<file path="src/rtl/wbc_arb2.sv">
// -----------------------------------------------------------------------------
// wbc_arb2 - two-master Wishbone arbiter for the shared 16-bit block-RAM slave.
//
// Master 0 (CPU) and master 1 (loader / DMA) share one single-port memory.
// Arbitration is round-robin. The granted master keeps ownership for as long
// as its cyc stays high. A per-transfer timeout turns a missing slave ack
// into an err pulse for the owner.
//
// Parameters
//   TMO    cycles a granted strobe may wait for s_ack_i before err (2..255)
//   TMO_W  timeout counter width, TMO < 2**TMO_W
//
// Ports
//   wb_clk_i, wb_rst_n          clock, asynchronous active-low reset
//   mX_cyc_i/stb_i/we_i         master X Wishbone controls
//   mX_sel_i, mX_adr_i, mX_dat_i byte selects, address, write data
//   mX_dat_o                    read data (always s_dat_i)
//   mX_ack_o, mX_err_o          master X termination
//   s_cyc_o ... s_dat_o         muxed request to the memory slave
//   s_dat_i, s_ack_i            memory slave response
//   gnt_o                       one-hot current owner, 00 when idle
// -----------------------------------------------------------------------------
module wbc_arb2 #(
    parameter int TMO   = 64,
    parameter int TMO_W = 8
) (
    input  logic        wb_clk_i,
    input  logic        wb_rst_n,

    input  logic        m0_cyc_i,
    input  logic        m0_stb_i,
    input  logic        m0_we_i,
    input  logic [1:0]  m0_sel_i,
    input  logic [15:0] m0_adr_i,
    input  logic [15:0] m0_dat_i,
    output logic [15:0] m0_dat_o,
    output logic        m0_ack_o,
    output logic        m0_err_o,

    input  logic        m1_cyc_i,
    input  logic        m1_stb_i,
    input  logic        m1_we_i,
    input  logic [1:0]  m1_sel_i,
    input  logic [15:0] m1_adr_i,
    input  logic [15:0] m1_dat_i,
    output logic [15:0] m1_dat_o,
    output logic        m1_ack_o,
    output logic        m1_err_o,

    output logic        s_cyc_o,
    output logic        s_stb_o,
    output logic        s_we_o,
    output logic [1:0]  s_sel_o,
    output logic [15:0] s_adr_o,
    output logic [15:0] s_dat_o,
    input  logic [15:0] s_dat_i,
    input  logic        s_ack_i,

    output logic [1:0]  gnt_o
);

    typedef enum logic [1:0] {
        IDLE = 2'b00,
        G0   = 2'b01,
        G1   = 2'b10
    } state_t;

    state_t           state, state_nxt;
    logic             last, last_nxt;     // master granted most recently
    logic [TMO_W-1:0] tcnt, tcnt_nxt;

    logic req0, req1;
    logic stb_mux;                        // granted master's strobe before timeout masking
    logic tc;
    logic tmo_hit;

    assign req0 = m0_cyc_i & m0_stb_i;
    assign req1 = m1_cyc_i & m1_stb_i;

    // Read data is broadcast; only ack/err qualify who may use it.
    assign m0_dat_o = s_dat_i;
    assign m1_dat_o = s_dat_i;

    always_ff @(posedge wb_clk_i or negedge wb_rst_n) begin
        if (!wb_rst_n) begin
            state <= IDLE;
            last  <= 1'b1;
            tcnt  <= '0;
        end else begin
            state <= state_nxt;
            last  <= last_nxt;
            tcnt  <= tcnt_nxt;
        end
    end

    // Request mux towards the slave.
    always_comb begin
        gnt_o   = 2'b00;
        s_cyc_o = 1'b0;
        stb_mux = 1'b0;
        s_we_o  = 1'b0;
        s_sel_o = '0;
        s_adr_o = '0;
        s_dat_o = '0;
        unique case (state)
            G0: begin
                gnt_o   = 2'b01;
                s_cyc_o = m0_cyc_i;
                stb_mux = m0_stb_i;
                s_we_o  = m0_we_i;
                s_sel_o = m0_sel_i;
                s_adr_o = m0_adr_i;
                s_dat_o = m0_dat_i;
            end
            G1: begin
                gnt_o   = 2'b10;
                s_cyc_o = m1_cyc_i;
                stb_mux = m1_stb_i;
                s_we_o  = m1_we_i;
                s_sel_o = m1_sel_i;
                s_adr_o = m1_adr_i;
                s_dat_o = m1_dat_i;
            end
            default: ;
        endcase
    end

    // A late ack on the terminal cycle still wins over the timeout.
    assign tc      = (tcnt == TMO_W'(TMO - 1));
    assign tmo_hit = stb_mux & tc & ~s_ack_i;

    // Drop the strobe on the timeout cycle so the slave abandons the transfer.
    assign s_stb_o = stb_mux & ~tmo_hit;

    assign m0_ack_o = gnt_o[0] & m0_stb_i & s_ack_i;
    assign m1_ack_o = gnt_o[1] & m1_stb_i & s_ack_i;
    assign m0_err_o = gnt_o[0] & m0_stb_i & tmo_hit;
    assign m1_err_o = gnt_o[1] & m1_stb_i & tmo_hit;

    always_comb begin
        state_nxt = state;
        last_nxt  = last;
        tcnt_nxt  = tcnt;
        unique case (state)
            IDLE: begin
                tcnt_nxt = '0;
                // On a tie the master not granted last wins.
                if (req0 && (!req1 || last)) begin
                    state_nxt = G0;
                    last_nxt  = 1'b0;
                end else if (req1) begin
                    state_nxt = G1;
                    last_nxt  = 1'b1;
                end
            end
            G0, G1: begin
                if (s_ack_i || !stb_mux || tmo_hit)
                    tcnt_nxt = '0;
                else
                    tcnt_nxt = tcnt + TMO_W'(1);
                // Always pass through IDLE so the slave's read pipeline drains
                // before a different master can be granted.
                if ((state == G0) ? !m0_cyc_i : !m1_cyc_i)
                    state_nxt = IDLE;
            end
            default: state_nxt = IDLE;
        endcase
    end

endmodule
</file>
<file path="config.mk">
export PLATFORM = sky130hd
export DESIGN_NAME = wbc_arb2
export DESIGN_NICKNAME = d
export VERILOG_FILES = /design/src/rtl/wbc_arb2.sv
export SDC_FILE = /design/constraint.sdc
export NUM_CORES = 1
export LEC_CHECK = 0
export ABC_AREA = 1
export CAP_MARGIN = 20
export CORE_MARGIN = 4
export CORE_UTILIZATION = 30
export DETAILED_ROUTE_END_ITERATION = 8
export GPL_ROUTABILITY_DRIVEN = 0
export PLACE_DENSITY_LB_ADDON = 0.3
export SYNTH_ARGS = -nofsm -noshare
export SYNTH_HDL_FRONTEND = slang
export SYNTH_SLANG_ARGS = --single-unit
</file>
<file path="constraint.sdc">
create_clock -name wb_clk_i -period 2.2 [get_ports wb_clk_i]
set_input_delay 0.44 -clock wb_clk_i [delete_from_list [all_inputs] [get_ports wb_clk_i]]
set_output_delay 0.44 -clock wb_clk_i [all_outputs]
set_load 0.02 [all_outputs]
</file>
Word-level counts from Yosys, hierarchy flattened
Cells that the tools add are included.

operators by class
  add/sub/neg operators = 1
  eq/ne operators = 5
  multiplexer cells = 16
  bitwise operators = 13
  reduce and logical (&&, ||, !) cells = 14

operators with widths
  cell                                                             number
  16-bit one-hot mux with 2 select lines                           2
  8-bit one-hot mux with 2 select lines                            1
  2-bit one-hot mux with 2 select lines                            3
  1-bit bitwise AND                                                11
  8-bit by 1-bit adder with 8-bit output, second input constant    1
  8-bit by 6-bit == test with 1-bit output, second input constant  1
  8-bit 2-to-1 mux                                                 1
  2-bit 2-to-1 mux                                                 3
  1-bit one-hot mux with 2 select lines                            3
  1-bit logical NOT                                                4
  2-bit AND reduction                                              2
  2-bit nonzero test                                               2
  1-bit logical OR                                                 3
  1-bit 2-to-1 mux                                                 3
  3-bit inequality test, second input constant                     1
  2-bit by 1-bit == test with 1-bit output, second input constant  1
  2-bit == test, second input constant                             1
  2-bit logical NOT                                                1
  2-bit inequality test, second input constant                     1
  1-bit NOT                                                        2
  2-bit OR reduction                                               1
  1-bit logical AND                                                1

storage, ports and cells
  bits in registers = 11
  word-level logic and storage cells = 52

Logic depth before layout (Yosys ltp)
Gate-level depths: netlist (run 1).

  depth after elaboration = 7
  mapped depth = 10
  mapped depth without buffers = 9

Least setup slack after synthesis (run 1)
No wires, ideal clock.

  path kind = register to output
  from = reg state[0]
  to = out s_adr_o[0]
  data arrival time = 1448 ps
  slack = 312 ps
  stages on the path, launching flop included = 6
  path buffers = 1
  path through = dfrtp_1 > inv_1 > ha_1 > inv_2 > buf_2 > a21oi_1

on the way
  longest elaborated chain between the ends = 2
  elaborated cells on any way between the ends = 3
  those cells by class = 2 x eq/ne; 1 x mux

ends and longest elaborated chain
  item                                                                       RTL line  RTL
  start: declaration                                                         68        state_t state, state_nxt;
  start signal: assignment                                                   90        state <= state_nxt;
  2-bit == test or 2-bit by 1-bit == test with 1-bit output (tied branches)  105       unique case (state)
  16-bit one-hot mux with 2 select lines *                                   105
  end: declaration                                                           54        output logic [15:0] s_adr_o,

Every way passes the cells marked *; elsewhere a longest branch is shown, timed or not.

Worst setup path after layout (run 1)
  from = reg state[0]
  to = out m1_err_o

on the way
  longest elaborated chain between the ends = 5
  elaborated cells on any way between the ends = 8
  those cells by class = 2 x eq/ne; 2 x mux; 4 x bitwise

ends and longest elaborated chain
  item                                                                       RTL line  RTL
  2-bit == test or 2-bit by 1-bit == test with 1-bit output (tied branches)  105
  1-bit one-hot mux with 2 select lines                                      105
  1-bit bitwise AND (2 in series)                                            130       assign tmo_hit = stb_mux & tc & ~s_ack_i;
  1-bit bitwise AND *                                                        138       assign m1_err_o = gnt_o[1] & m1_stb_i & tmo_hit;
  end: declaration                                                           48        output logic m1_err_o,

Marked as above.

==> results of run 1 <==
[path summary, 6_finish.rpt]
path | cells after the start | start | endpoint
setup / recovery | 8 | state[0]$_DFFE_PN0P_ | m1_err_o
hold / removal | 2 | tcnt[1]$_DFFE_PN0P_ | tcnt[1]$_DFFE_PN0P_
setup reg to reg | 9 | state[1]$_DFFE_PN0P_ | tcnt[7]$_DFFE_PN0P_
hold reg to reg | 2 | tcnt[1]$_DFFE_PN0P_ | tcnt[1]$_DFFE_PN0P_
max in group asynchronous | 1 | wb_rst_n | last$_DFFE_PN1P_
min in group asynchronous | 1 | wb_rst_n | tcnt[7]$_DFFE_PN0P_
[per-layer routing]
metal / global-route usage [%] / up-vias
met5: 0 / -
met4: 4.39 / 0
met3: 3.77 / 4
met2: 36.0 / 86
met1: 20.4 / 879
li1: - / 994
[worst max-delay path: stages (launching register included)]
cell and delay [ns]:
dfrtp_1 0.37, inv_1 0.11, ha_1 0.33, buf_4 0.14
nand3_4 0.07, inv_2 0.06, nand2_1 0.08, nor3_2 0.14
buf_4 0.17
[state kept, by name, summed over array words and instances (netlist names)]
register,flops
last,1
state,2
tcnt,8
[stage by stage]
step,utilization (%),area [um2],cells
after floorplan,-,1610,264
after global placement,53.9,2770,430
after detailed placement,53.9,2770,430
after CTS,55.3,2840,434
after global routing,52.1,2680,436
final,52.1,2680,436
[cells in the mapped netlist]
library cell | count | area [um2]
xor2_1 | 1 | 8.76
buf_6 | 1 | 11.3
inv_2 | 3 | 11.3
nor2_4 | 3 | 33.8
nand2_4 | 3 | 33.8
inv_4 | 1 | 6.26
nand3_4 | 1 | 17.5
buf_4 | 33 | 248
dfrtp_1 | 10 | 250
o21ai_1 | 2 | 10.0
nand3_1 | 7 | 35.0
nor3_2 | 2 | 20.0
ha_1 | 7 | 87.6
o21ai_0 | 1 | 5.00
nor2_1 | 2 | 7.51
dfstp_2 | 1 | 26.3
buf_2 | 9 | 45.0
nand3_2 | 1 | 10.0
clkinv_1 | 3 | 11.3
a21oi_1 | 39 | 195
xnor2_1 | 1 | 8.76
nor3_1 | 2 | 10.0
nor2_2 | 6 | 37.5
nand4_1 | 3 | 18.8
nand2_1 | 104 | 390
inv_1 | 18 | 67.6
[final cells by class]
cell class                 count  area [um2]
timing repair buffer         141        1220
tap                           70        87.6
sequential                    11         277
inverter                      25        96.3
multi-input combinational    185         955
clock buffer                   4        45.0
fill                         538        2460
[kinds of logic (layout without fill, tap and decap cells)]
logic type | count (synthesis) | in the layout | synth area share, %
AOI/OAI and AO/OA | 42 | 42 | 13.1
adders and majority gates | 7 | 7 | 5.45
buffers and inverters | 68 | 170 | 24.9
DFF | 11 | 11 | 17.2
xor gates and xnor gates | 2 | 2 | 1.09
and+or+nand+nor | 134 | 134 | 38.2
[report_power, final]
part | switching (mW) | total, mW | leakage (nW) | internal, mW
Sequential | 0.0205 | 0.258 | 0.148 | 0.238
Clock | 0.0717 | 0.199 | 0.0228 | 0.127
Combinational | 1.16 | 1.97 | 1.04 | 0.818
Total | 1.25 | 2.43 | 1.22 | 1.18
[what timing repair did]
item	4_1_cts	5_1_grt
resized for setup	101	54
endpoints found under the setup margin	41	40
buffers inserted	0	2
==> flow_metrics.tcl, run 1 <==
set metrics [dict create \
    wl_met3_um 559 \
    grt.overflow.total 0 \
    synth_area_um2 1610 \
    die_area_um2 6590 \
    end_kind "output pin" \
    cts_hold_buf 0 \
    layout_common_cells "nand2_1 (104), clkdlybuf4s50_1 (77), a21oi_1 (39), buf_2 (20), buf_4 (19)" \
    timing.final.crit_share_pct 98.2 \
    power_density_nw_per_um2 907 \
    syn2layout_area_growth_pct 66.8 \
    cts_root_buf "clkbuf_8" \
    p_leak_nw 1.22 \
    top_layer "met4" \
    dp_hpwl_um 5240 \
    grt_max_degree 31 \
    cts-buffers-inserted 3 \
    drive_gt1_share_pct 24.0 \
    yosysSeqAreaShare_pct 17.2 \
    initial_core_util_pct 31.3 \
    m1WireLength_um 2430 \
    dr.pass1.iters 4 \
    hold_class "reg2reg" \
    via_per_inst 4.50 \
    tns_ns 0 \
    r2r_slack_ns 0.55 \
    critPathMaxFanout 3 \
    die_x_um 81.2 \
    synth_cells 264 \
    worst_clock_skew_ns 0.00139 \
    max-vdd-ir-drop_mv 0.680 \
    synth-warning-count 0 \
    antenna_found_initial 0 \
    whs_ns 0.514 \
    worst_pin_slew_ns 0.526 \
    wl_met2_um 3370 \
    portBuffers 119 \
    drc 0 \
    slew_headroom_pct 64.8 \
    antenna_left 0 \
    outcome "finished clean" \
    vias 1963 \
    cts_htree_levels 1 \
    crit_type "reg2out" \
    rsz0062_at_grt "true" \
    power.total_mw 2.43 \
    hold_viol_final 0 \
    finalSetupViolations 0 \
    ys_ff_latch 11 \
    core_area_um2 5140 \
    slew_violations 0 \
    finalWorstSetupSlack_ns 0.0404 \
    clkTransAtPathRegs_ns 0.05 \
    syn_nets 364 \
    tritoncts "yes" \
    io_pins 168 \
    diodes 0 \
    synth.distinct_cells 26 \
    max_cap_viol_count 0 \
    grt_first_pass_wirelength_um 9410 \
    first_global_vias 1814 \
    clock_path_buffers 2 \
    rows 26 \
    grtUsageTotal_pct 18.6 \
    fmax_mhz 463 \
    cp.arrival_ns 1.72 \
    layout_commonest_cell "nand2_1" \
    drt_iter0_drc 49 \
    min_period_ns 2.16 \
    wire_per_inst_um 14.7 \
    worstSkewPairLatency_ns 0.23 \
    routed_wl_um 6400 \
    clock-sinks 11 \
    syn_avg_cell_area_um2 6.09 \
    die_height_um 81.2 \
    pre_cts_slack_ns -0.342 \
    crit_required_ns 1.76 \
    start_kind "flop" \
    final_nets 467 \
]
(Power assumes the default switching activity.)
==> run 2, diff against run 1 <==
CTS_BUF_LIST = sky130_fd_sc_hd__clkbuf_4 sky130_fd_sc_hd__clkbuf_8   (was default)
PLACE_DENSITY_LB_ADDON = 0.08   (was 0.3)
==> run 2 against run 1 <==
Hold slack improved by 0.041 ns. Highest routed layer unchanged. Utilization grew 0.95 points. Register-to-register slack gained 0.05 ns. Sequential share of layout area fell by 0.18 points. Critical endpoint is now m0_ack_o. Clock skew hardly changed. Largest power group unchanged.
==> flow_metrics.tcl, run 2 (synthesis gave the netlist of run 1 again) <==
set metrics [dict create \
    outcome "finished clean" \
    rsz0062_at_grt "false" \
    cts_htree_levels 1 \
    final_core_util_pct 53.1 \
    worstSkewPairLatency_ns 0.24 \
    via_per_inst 4.55 \
    io_pins 168 \
    crit_type "in2out" \
    first_global_vias 1940 \
    dp_hpwl_um 5260 \
    wl_met3_um 619 \
    cp_slowest_cell "clkdlybuf4s50_1" \
    fillCellCount 522 \
    grt.overflow.total 0 \
    path_cells "clkdlybuf4s50_1, buf_4, inv_1, nor3_1, dlygate4sd2_1" \
    grt_first_pass_wirelength_um 9710 \
    drc 0 \
    start_kind "input pin" \
    clkTransAtPathRegs_ns 0.05 \
    drive_gt1_share_pct 26.1 \
    reg2reg_depth 11 \
    worst_pin_slew_ns 0.536 \
    drt_iter0_drc 49 \
    initial_core_util_pct 31.3 \
    end_kind "output pin" \
    tritoncts "yes" \
    final_nets 472 \
    finalSetupViolations 0 \
    top_layer "met4" \
    routed_wl_um 6530 \
    hold_class "in2async" \
    hold_viol_final 0 \
    multi_input_area_um2 967 \
    die_x_um 81.2 \
    clock_path_buffers 2 \
    pre_cts_slack_ns -0.280 \
    cts-buffers-inserted 3 \
    cp.arrival_ns 1.64 \
    top_register "tcnt" \
    rows 26 \
    p_leak_nw 1.22 \
    die_area_um2 6590 \
    timing.final.crit_share_pct 94.6 \
    clock-sinks 11 \
    slew_headroom_pct 64.2 \
    grtUsageTotal_pct 19.0 \
    portBuffers 119 \
    wire_per_inst_um 14.8 \
    core_area_um2 5140 \
    finalWorstSetupSlack_ns 0.119 \
    vias 2007 \
    antenna_left 0 \
    max_cap_viol_count 0 \
    rr_endpoint "state[1]$_DFFE_PN0P_" \
    worst_clock_skew_ns 0.00187 \
    power_density_nw_per_um2 911 \
    seqCellArea_um2 277 \
    grt_max_degree 33 \
    min_period_ns 2.08 \
    max-vdd-ir-drop_mv 0.704 \
    layout_commonest_cell "nand2_1" \
    largest_reg_flops 8 \
    cpPeakStageDelay_ns 0.50 \
    antenna_found_initial 0 \
    layout_common_cells "nand2_1 (104), clkdlybuf4s50_1 (77), a21oi_1 (39), clkbuf_2 (29), buf_4 (25)" \
    syn2layout_area_growth_pct 69.9 \
    wl_met2_um 3140 \
    m1WireLength_um 2730 \
    die_height_um 81.2 \
    diodes 0 \
    reg_top3 "tcnt: 8 flops, state: 2 flops, last: 1 flops" \
    critPathMaxFanout 2 \
    dr.pass1.iters 4 \
    r2r_slack_ns 0.60 \
    slew_violations 0 \
    cts_hold_buf 0 \
    cts_root_buf "clkbuf_8" \
    fmax_mhz 480 \
    crit_required_ns 1.76 \
    reg2reg_from "state[0]$_DFFE_PN0P_" \
]
==> run 2: cell count changes in the layout (fill, tap and decap cells not counted), moves of 2 or more <==
| cell | before | now |
|---|---|---|
| buf_12 | 4 | 2 |
| buf_2 | 20 | 8 |
| buf_4 | 19 | 25 |
| clkbuf_2 | 17 | 29 |
| clkdlybuf4s15_2 | 0 | 2 |
==> run 2: critical path: cells and delay by family <==
family / cells / cell delay (ns)
AND/OR/NAND/NOR: 1 / 0.17
buffers and inverters: 4 / 1.03
==> run 2: metrics by stage <==
stage | area (um2) | power [mW] | TNS [ns] | hold slack (ns) | std cells
2_1_floorplan | 1610 | 1.41 | 0 | 0.144 | 264
6_report | 2730 | 2.49 | 0 | 0.555 | 441
3_5_place_dp | 2790 | 2.33 | -5.68 | 0.574 | 435
3_3_place_gp | 2790 | 2.32 | -4.29 | 0.561 | 435
5_1_grt | 2730 | 2.71 | 0 | 0.594 | 441
4_1_cts | 2880 | 2.53 | 0 | 0.568 | 439
==> run 2: how the worst max path moves through the flow <==
stage	cells past startpoint	end	startpoint
5_1_grt	8	m0_err_o	state[0]$_DFFE_PN0P_
2_1_floorplan	5	s_adr_o[0]	state[0]$_DFFE_PN0P_
6_report	5	m0_ack_o	m0_stb_i
3_5_place_dp	8	m0_err_o	m0_stb_i
4_1_cts	9	m1_err_o	state[1]$_DFFE_PN0P_
3_3_place_gp	8	m0_err_o	m0_stb_i
==> run 2: area by class of cell <==
class                   instances  area share, %
repair buffers                146           45.9
inverters                      25           3.53
clock buffers                   4           1.79
well taps                      70           3.21
multi-input cells             185           35.4
flip-flops and latches         11           10.1
==> run 2: what timing repair did <==
action,4_1_cts,5_1_grt
gates resized for setup,84,56
setup buffers,0,1
cloned,0,1
setup endpoints to repair,41,42
==> run 2: layer usage <==
layer	vias up	track usage, %
met2	90	34.1
met1	907	22.6
met3	4	4.88
li1	1006	-
met4	0	3.89
met5	-	0
==> run 2: where the power goes <==
group	internal [mW]	leakage, nW	switching [mW]
sequential	0.237	0.148	0.0212
combinational	0.860	1.05	1.15
clock	0.140	0.0262	0.0788
